$ cat config.mk
export PLATFORM = sky130hd
export DESIGN_NAME = pc_fetch_ctrl
export DESIGN_NICKNAME = d
export VERILOG_FILES = /design/src/rtl/pc_fetch_ctrl.sv
export SDC_FILE = /design/constraint.sdc
export NUM_CORES = 1
export LEC_CHECK = 0
export CAP_MARGIN = 20
export CORE_MARGIN = 2
export CORE_UTILIZATION = 47
export CTS_BUF_LIST = sky130_fd_sc_hd__clkbuf_4 sky130_fd_sc_hd__clkbuf_8
export CTS_CLUSTER_DIAMETER = 100
export DETAILED_ROUTE_END_ITERATION = 7
export PLACE_DENSITY_LB_ADDON = 0.08
export SLEW_MARGIN = 20
export SYNTH_ARGS = -nofsm -noshare
export SYNTH_HDL_FRONTEND = slang
export SYNTH_SLANG_ARGS = --single-unit
export TNS_END_PERCENT = 5
$ cat constraint.sdc
create_clock -name i_clk -period 4.39 [get_ports i_clk]
set_input_delay 0.878 -clock i_clk [delete_from_list [all_inputs] [get_ports i_clk]]
set_output_delay 0.878 -clock i_clk [all_outputs]
set_load 0.01 [all_outputs]
$ cat src/rtl/pc_fetch_ctrl.sv
// PC owner and instruction-fetch sequencer: one outstanding req/gnt/rvalid transaction to IMEM,
// redirect/exception target generation, and a valid/stall handoff to decode.
module pc_fetch_ctrl #(
  parameter logic [31:0] RESET_PC   = 32'h0000_0000,
  parameter logic [31:0] EXC_VECTOR = 32'h0000_0080
) (
  input  logic        i_clk,
  input  logic        i_rst,
  input  logic        i_redir_valid,
  input  logic [1:0]  i_npc_op,
  input  logic [31:0] i_redir_pc,
  input  logic [25:0] i_imm,
  input  logic [31:0] i_reg_val,
  input  logic        i_exc_valid,
  input  logic        i_stall,
  output logic        o_imem_req,
  output logic [31:0] o_imem_addr,
  input  logic        i_imem_gnt,
  input  logic        i_imem_rvalid,
  input  logic [31:0] i_imem_rdata,
  output logic        o_inst_valid,
  output logic [31:0] o_inst,
  output logic [31:0] o_inst_pc,
  output logic [31:0] o_pc,
  output logic        o_flush
);

  typedef enum logic [1:0] {StBoot, StReq, StWait, StHold} state_e;

  localparam logic [1:0] NpcPlus4   = 2'b00;
  localparam logic [1:0] NpcBranch  = 2'b01;
  localparam logic [1:0] NpcJump    = 2'b10;
  localparam logic [1:0] NpcJumpReg = 2'b11;

  state_e      r_state;
  logic [31:0] r_pc;
  logic        r_kill;
  logic        r_inst_valid;
  logic [31:0] r_inst;
  logic [31:0] r_inst_pc;
  logic        r_flush;

  logic [31:0] w_p4;
  logic [31:0] w_target;
  logic        w_redirect;

  always_comb begin
    w_p4       = i_redir_pc + 32'd4;
    w_redirect = i_exc_valid | (i_redir_valid & (i_npc_op != NpcPlus4));
    w_target   = w_p4;
    if (i_exc_valid) begin
      w_target = EXC_VECTOR;
    end else begin
      case (i_npc_op)
        NpcBranch:  w_target = w_p4 + {{14{i_imm[15]}}, i_imm[15:0], 2'b00};
        NpcJump:    w_target = {w_p4[31:28], i_imm, 2'b00};
        NpcJumpReg: w_target = i_reg_val;
        default:    w_target = w_p4;
      endcase
    end
  end

  always_ff @(posedge i_clk) begin
    if (i_rst) begin
      r_state      <= StBoot;
      r_pc         <= RESET_PC;
      r_kill       <= 1'b0;
      r_inst_valid <= 1'b0;
      r_inst       <= 32'h0;
      r_inst_pc    <= 32'h0;
      r_flush      <= 1'b0;
    end else begin
      r_flush <= w_redirect;
      if (w_redirect) begin
        r_pc         <= w_target;
        r_inst_valid <= 1'b0;
      end
      case (r_state)
        StBoot: r_state <= StReq;
        StReq: begin
          // A granted fetch is already committed; a redirect can only mark it for dropping.
          if (i_imem_gnt) begin
            r_state <= StWait;
            r_kill  <= w_redirect;
          end
        end
        StWait: begin
          if (i_imem_rvalid) begin
            r_kill <= 1'b0;
            if (r_kill || w_redirect) begin
              r_state <= StReq;
            end else begin
              r_inst       <= i_imem_rdata;
              r_inst_pc    <= r_pc;
              r_pc         <= r_pc + 32'd4;
              r_inst_valid <= 1'b1;
              r_state      <= StHold;
            end
          end else if (w_redirect) begin
            r_kill <= 1'b1;
          end
        end
        StHold: begin
          if (w_redirect || !i_stall) begin
            r_inst_valid <= 1'b0;
            r_state      <= StReq;
          end
        end
        default: r_state <= StBoot;
      endcase
    end
  end

  assign o_imem_req   = (r_state == StReq);
  assign o_imem_addr  = r_pc;
  assign o_pc         = r_pc;
  assign o_inst_valid = r_inst_valid;
  assign o_inst       = r_inst;
  assign o_inst_pc    = r_inst_pc;
  assign o_flush      = r_flush;

endmodule
# Word level (Yosys, flattened, before mapping)
# Cells that the tools add are included.
[totals]
in_bits = 131
elab_cells = 52
reg_bits = 101
[classes]
mux = 20
reduce_logical = 9
bitwise = 3
add_sub_neg = 3
eq_ne = 10
[ops]
columns = ["op", "n"]
rows = [
  ["two-way mux 32 bit", 5],
  ["one-hot mux 32 bit (3 select lines)", 1],
  ["adder 32 x 3 -> 32 bit, second input constant", 2],
  ["adder 32 bit", 1],
  ["AND reduction 3 bit", 3],
  ["== test 2 bit, second input constant", 4],
  ["two-way mux 2 bit", 4],
  ["one-hot mux 2 bit (4 select lines)", 1],
  ["two-way mux 1 bit", 7],
  ["== test 2 x 1 -> 1 bit, second input constant", 2],
  ["inequality test 2 bit, second input constant", 2],
  ["one-hot mux 1 bit (2 select lines)", 2],
  ["nonzero test 2 bit", 2],
  ["inequality test 3 bit, second input constant", 1],
  ["logical NOT 2 bit", 1],
  ["logical OR 1 bit", 2],
  ["inequality test 2 x 1 -> 1 bit, second input constant", 1],
  ["AND 1 bit", 1],
  ["logical NOT 1 bit", 1],
  ["NOT 1 bit", 1],
  ["OR 1 bit", 1],
]

# Longest topological paths before layout
[depth]
word_depth = 8
ltp_mapped = 15
depth_no_buf = 14

# Worst setup path before layout
# No wires, ideal clock.
[synth_path]
path_kind = "input -> register"
startpoint = "input port i_redir_pc[5]"
endpoint = "register r_pc[24], in the netlist o_imem_addr[24]"
n_path_buf = 0
setup_time_ps = 77
t_arrival_ps = 3649
slack_ps = 664
required_time_ps = 4313
cell_stages = 14
cell_sequence = "and4_1 > nand3_1 > nor2_1 > nand2_1 > xnor2_1 > ha_1 > a21oi_1 > and2b_2 > nor3_1 > o211ai_2 > a211o_1 > and3_1 > or3_1 > a41oi_2"
[synth_between]
elab_chain_cells = 8
[synth_lines]
columns = ["item", "line", "source"]
rows = [
  ["start: declaration", "11", "input logic [31:0] i_redir_pc,"],
  ["adder 32 x 3 -> 32 bit (*)", "48", "w_p4 = i_redir_pc + 32'd4;"],
  ["adder 32 bit", "55", "NpcBranch: w_target = w_p4 + {{14{i_imm[15]}}, i_imm[15:0], 2'b00};"],
  ["one-hot mux 32 bit (3 select lines) (*)", "54", "case (i_npc_op)"],
  ["two-way mux 32 bit (*)", "51", "if (i_exc_valid) begin"],
  ["two-way mux 32 bit (*)", "74", "if (w_redirect) begin"],
  ["two-way mux 32 bit", "90", "if (r_kill || w_redirect) begin"],
  ["two-way mux 32 bit", "88", "if (i_imem_rvalid) begin"],
  ["two-way mux 32 bit (*)", "78", "case (r_state)"],
  ["end signal: assignment", "75", "r_pc <= w_target;"],
  ["end signal: assignment", "95", "r_pc <= r_pc + 32'd4;"],
  ["end: declaration", "36", "logic [31:0] r_pc;"],
]
# Mark *: on every way between the ends. The rest lies on a longest branch, timed or not.
# A chain may end at the register's enable or synchronous reset.

# Worst setup path after layout
[layout_path]
startpoint = "input port i_redir_pc[15]"
endpoint = "register r_pc[29], in the netlist o_imem_addr[29]"
# The elaborated chain is that of the path after synthesis.

==> flow_summary.yaml <==
run_status:
  status: "completed"
cts:
  cts-root-buf: "clkbuf_8"
  cts_made_buffers: 9
  cts_hold_buf: 0
  postCtsResizedCells: 0
  path_clk_slew_ns: 0.10
  clk_latency_ns: 0.39
  clock_sinks: 101
  cts_buffer_depth: 2
  htree_levels: 3
  cts_tree: "yes"
  post_cts_buffers: 0
critical_path:
  worstPathRequired_ns: 4.70
  path_max_fanout: 4
  startpoint_type: "primary input"
  critPathTopFamily: "simple AND/OR/NAND/NOR gates"
  cp-end-kind: "flip-flop"
  r2r-start: "r_state[0]$_SDFFE_PP0P_"
  cpPeakStageDelay_ns: 0.52
  critical_path_class: "primary input to flip-flop"
  reg2reg_depth: 10
  cp.arrival_ns: 4.29
  rr_endpoint: "o_imem_addr[19]$_SDFF_PP0_"
  critPathBufInv: 1
  r2r_slack_ns: 1.85
  cp_common_cell: "nor3_1"
  crit_chain: "clkdlybuf4s50_1 -> nand4_1 -> nor4_4 -> and2_1 -> nand2_1 -> xnor2_1 -> ha_1 -> nand2_1 -> o21ai_0 -> nor3_1 -> and3b_1 -> nor3_1 -> nor3_1 -> nand3b_1 -> a41oi_1"
  crit_slowest_cell: "clkdlybuf4s50_1"
global_route:
  grt_use_total: 0.295
  grt.overflow.total: 0
  grt_max_degree: 71
  antenna_found_initial: 0
  grt_pass1_vias: 7347
  grt_pass1_wl_um: 38400
timing:
  slew_headroom: 0.514
  max_clock_freq_mhz: 252
  min_period_over_period: 0.906
  worstMarginPinSlew_ns: 0.729
  hold_violations: 0
  period_needed_ns: 3.98
  setup_violations: 0
  setup_tns_ns: 0
  slew_violations: 0
  finalClockSkew_ns: 0.0105
  rsz0062_at_grt: "false"
flow_run:
  cap_violations: 0
yosys:
  synthArstFlopShare: 0
  synth_common_cells: "nand2_1 (217), a21oi_1 (123), dfxtp_1 (101)"
  synth_most_common_cell: "nand2_1"
  synthTopCellsByArea: "dfxtp_1 (28%), nand2_1 (11%), a21oi_1 (8.5%)"
  synth_area_mm2: 0.00721
  yosysSeqAreaShare: 0.280
  synthCells: 992
  yosys.area.top_type: "dfxtp_1"
  synth_edf_count: 0
  synth_top_area_share: 0.280
  synth_nets: 1164
  yosysWarningCount: 0
  ys.flop_type: "dfxtp_1"
  syn_area_per_cell_um2: 7.27
  synth_seq_cells: 101
  synth_cell_type_count: 61
placed_design:
  numPortBuffers: 261
  dp_hpwl_um: 19400
  finalWeightedCongestion: 0.937
die:
  initial_core_util: 0.478
  fp.dieH_um: 128
  rows: 45
  die_area_mm2: 0.0164
  die_w_um: 128
  core_area_mm2: 0.0151
  io_pins: 262
pwr:
  power.density_mw_per_mm2: 222
  swShare: 0.333
  leakagePower_nw: 3.78
  power_frac_clock: 0.254
  switchingPower_w: 0.000761
  internal-power_w: 0.00152
  ir_worst_vdd_uv: 139
  seq_power_share: 0.424
  combPwrFrac: 0.322
layout:
  area_growth_pct: 42.4
  diodes: 0
  layout-drive-gt1-share: 0.0714
  fin_util: 0.681
  final_net_count: 1414
route:
  dr.pass1.iters: 5
  drc: 0
  routed_wl_um: 24300
  via_count: 7976
  drt_iter0_markers: 633
  wl_per_cell_um: 16.9
  postRouteAntennaNets: 0
  avgViaCountPerCell: 5.56
hold_path:
  min_path_type: "flip-flop to flip-flop"
  hp-start: "o_inst_pc[18]$_SDFFE_PP0P_"
  hold_depth: 2
  holdPathEnd: "o_inst_pc[18]$_SDFFE_PP0P_"
==> power groups by stage <==
| stage | Combinational [W] | Sequential [W] | Clock, W |
|---|---|---|---|
| 4_1_cts | 0.000727 | 0.000968 | 0.000591 |
| 2_1_floorplan | 0.000386 | 0.000986 | 0 |
| 6_report | 0.000736 | 0.000968 | 0.000580 |
| 3_5_place_dp | 0.000724 | 0.000989 | 0 |
| 3_3_place_gp | 0.000720 | 0.000988 | 0 |
| 5_1_grt | 0.000799 | 0.000972 | 0.000624 |
==> final cells by class <==
cell class / count / area (um^2)
multi-input cells: 794 / 4720
repair buffers: 318 / 3040
well taps: 188 / 235
clock inverters: 7 / 70.1
inverters: 18 / 67.6
fillers: 1390 / 4820
flip-flops and latches: 101 / 2020
clock buffers: 9 / 124
==> through the flow <==
stage	hold WS, ns	setup slack, ns	cells	total power (W)	area (um^2)
2_1_floorplan	0.475	0.664	992	0.00137	7210
3_3_place_gp	0.441	0.0535	1419	0.00171	10100
3_5_place_dp	0.446	0.0477	1419	0.00171	10100
4_1_cts	0.460	0.449	1435	0.00229	10300
5_1_grt	0.473	0.0634	1435	0.00239	10300
6_report	0.458	0.414	1435	0.00228	10300
==> worst min-delay path, delay by kind of cell, from the launching register on <==
| family | cells | cell delay, ns |
|---|---|---|
| DFF | 1 | 0.32 |
| and+or+nand+nor | 1 | 0.05 |
| AOI/OAI and AO/OA | 1 | 0.05 |
==> cell usage in the layout (no fill, tap or decap), types with 8 or more instances in the layout <==
| master | netlist | routed |
|---|---|---|
| a211oi_1 | 10 | 10 |
| a21o_1 | 14 | 14 |
| a21oi_1 | 123 | 123 |
| and2_1 | 8 | 8 |
| and3_1 | 13 | 13 |
| buf_4 | 32 | 57 |
| clkbuf_8 | 0 | 9 |
| clkdlybuf4s50_1 | 0 | 260 |
| dfxtp_1 | 101 | 101 |
| ha_1 | 40 | 40 |
| inv_1 | 18 | 18 |
| nand2_1 | 217 | 216 |
| nand3_1 | 32 | 32 |
| nand4_1 | 21 | 21 |
| nor2_1 | 55 | 55 |
| nor3_1 | 21 | 20 |
| o21ai_0 | 53 | 53 |
| o22ai_1 | 15 | 15 |
| xnor2_1 | 51 | 51 |
| xor2_1 | 25 | 25 |
==> worst max-delay path by stage <==
stage | start | slack, ns | endpoint | cells past startpoint
2_1_floorplan | i_redir_pc[5] | 0.66 | o_imem_addr[24]$_SDFF_PP0_ | 14
3_5_place_dp | i_redir_pc[15] | 0.05 | o_imem_addr[31]$_SDFF_PP0_ | 16
3_3_place_gp | i_redir_pc[15] | 0.05 | o_imem_addr[31]$_SDFF_PP0_ | 14
5_1_grt | i_redir_pc[10] | 0.06 | o_imem_addr[29]$_SDFF_PP0_ | 15
6_report | i_redir_pc[15] | 0.41 | o_imem_addr[29]$_SDFF_PP0_ | 15
4_1_cts | i_redir_pc[15] | 0.45 | o_imem_addr[31]$_SDFF_PP0_ | 16
==> kinds of logic after synthesis <==
kind of cell,count (synthesis),share of synthesized area
compound gates,275,0.230
xor+xnor,76,0.0923
mux,9,0.0128
simple gates,393,0.245
flops,101,0.280
fa+ha+maj,41,0.0721
buf+inv,97,0.0671
==> routing by layer <==
metal / up-vias / global-route usage / wire, um
met5: - / 0 / 0
met4: 0 / 0.0776 / 387
met2: 306 / 0.496 / 11500
met3: 33 / 0.0388 / 1650
li1: 3976 / - / -
met1: 3661 / 0.399 / 10800
==> flip-flops by register name, summed over array words and instances (netlist names) <==
signal	count
o_inst_pc	32
r_kill	1
o_inst_valid	1
r_state	2
o_imem_addr	32
o_flush	1
o_inst	32
Power figures use the tool's default switching activity.
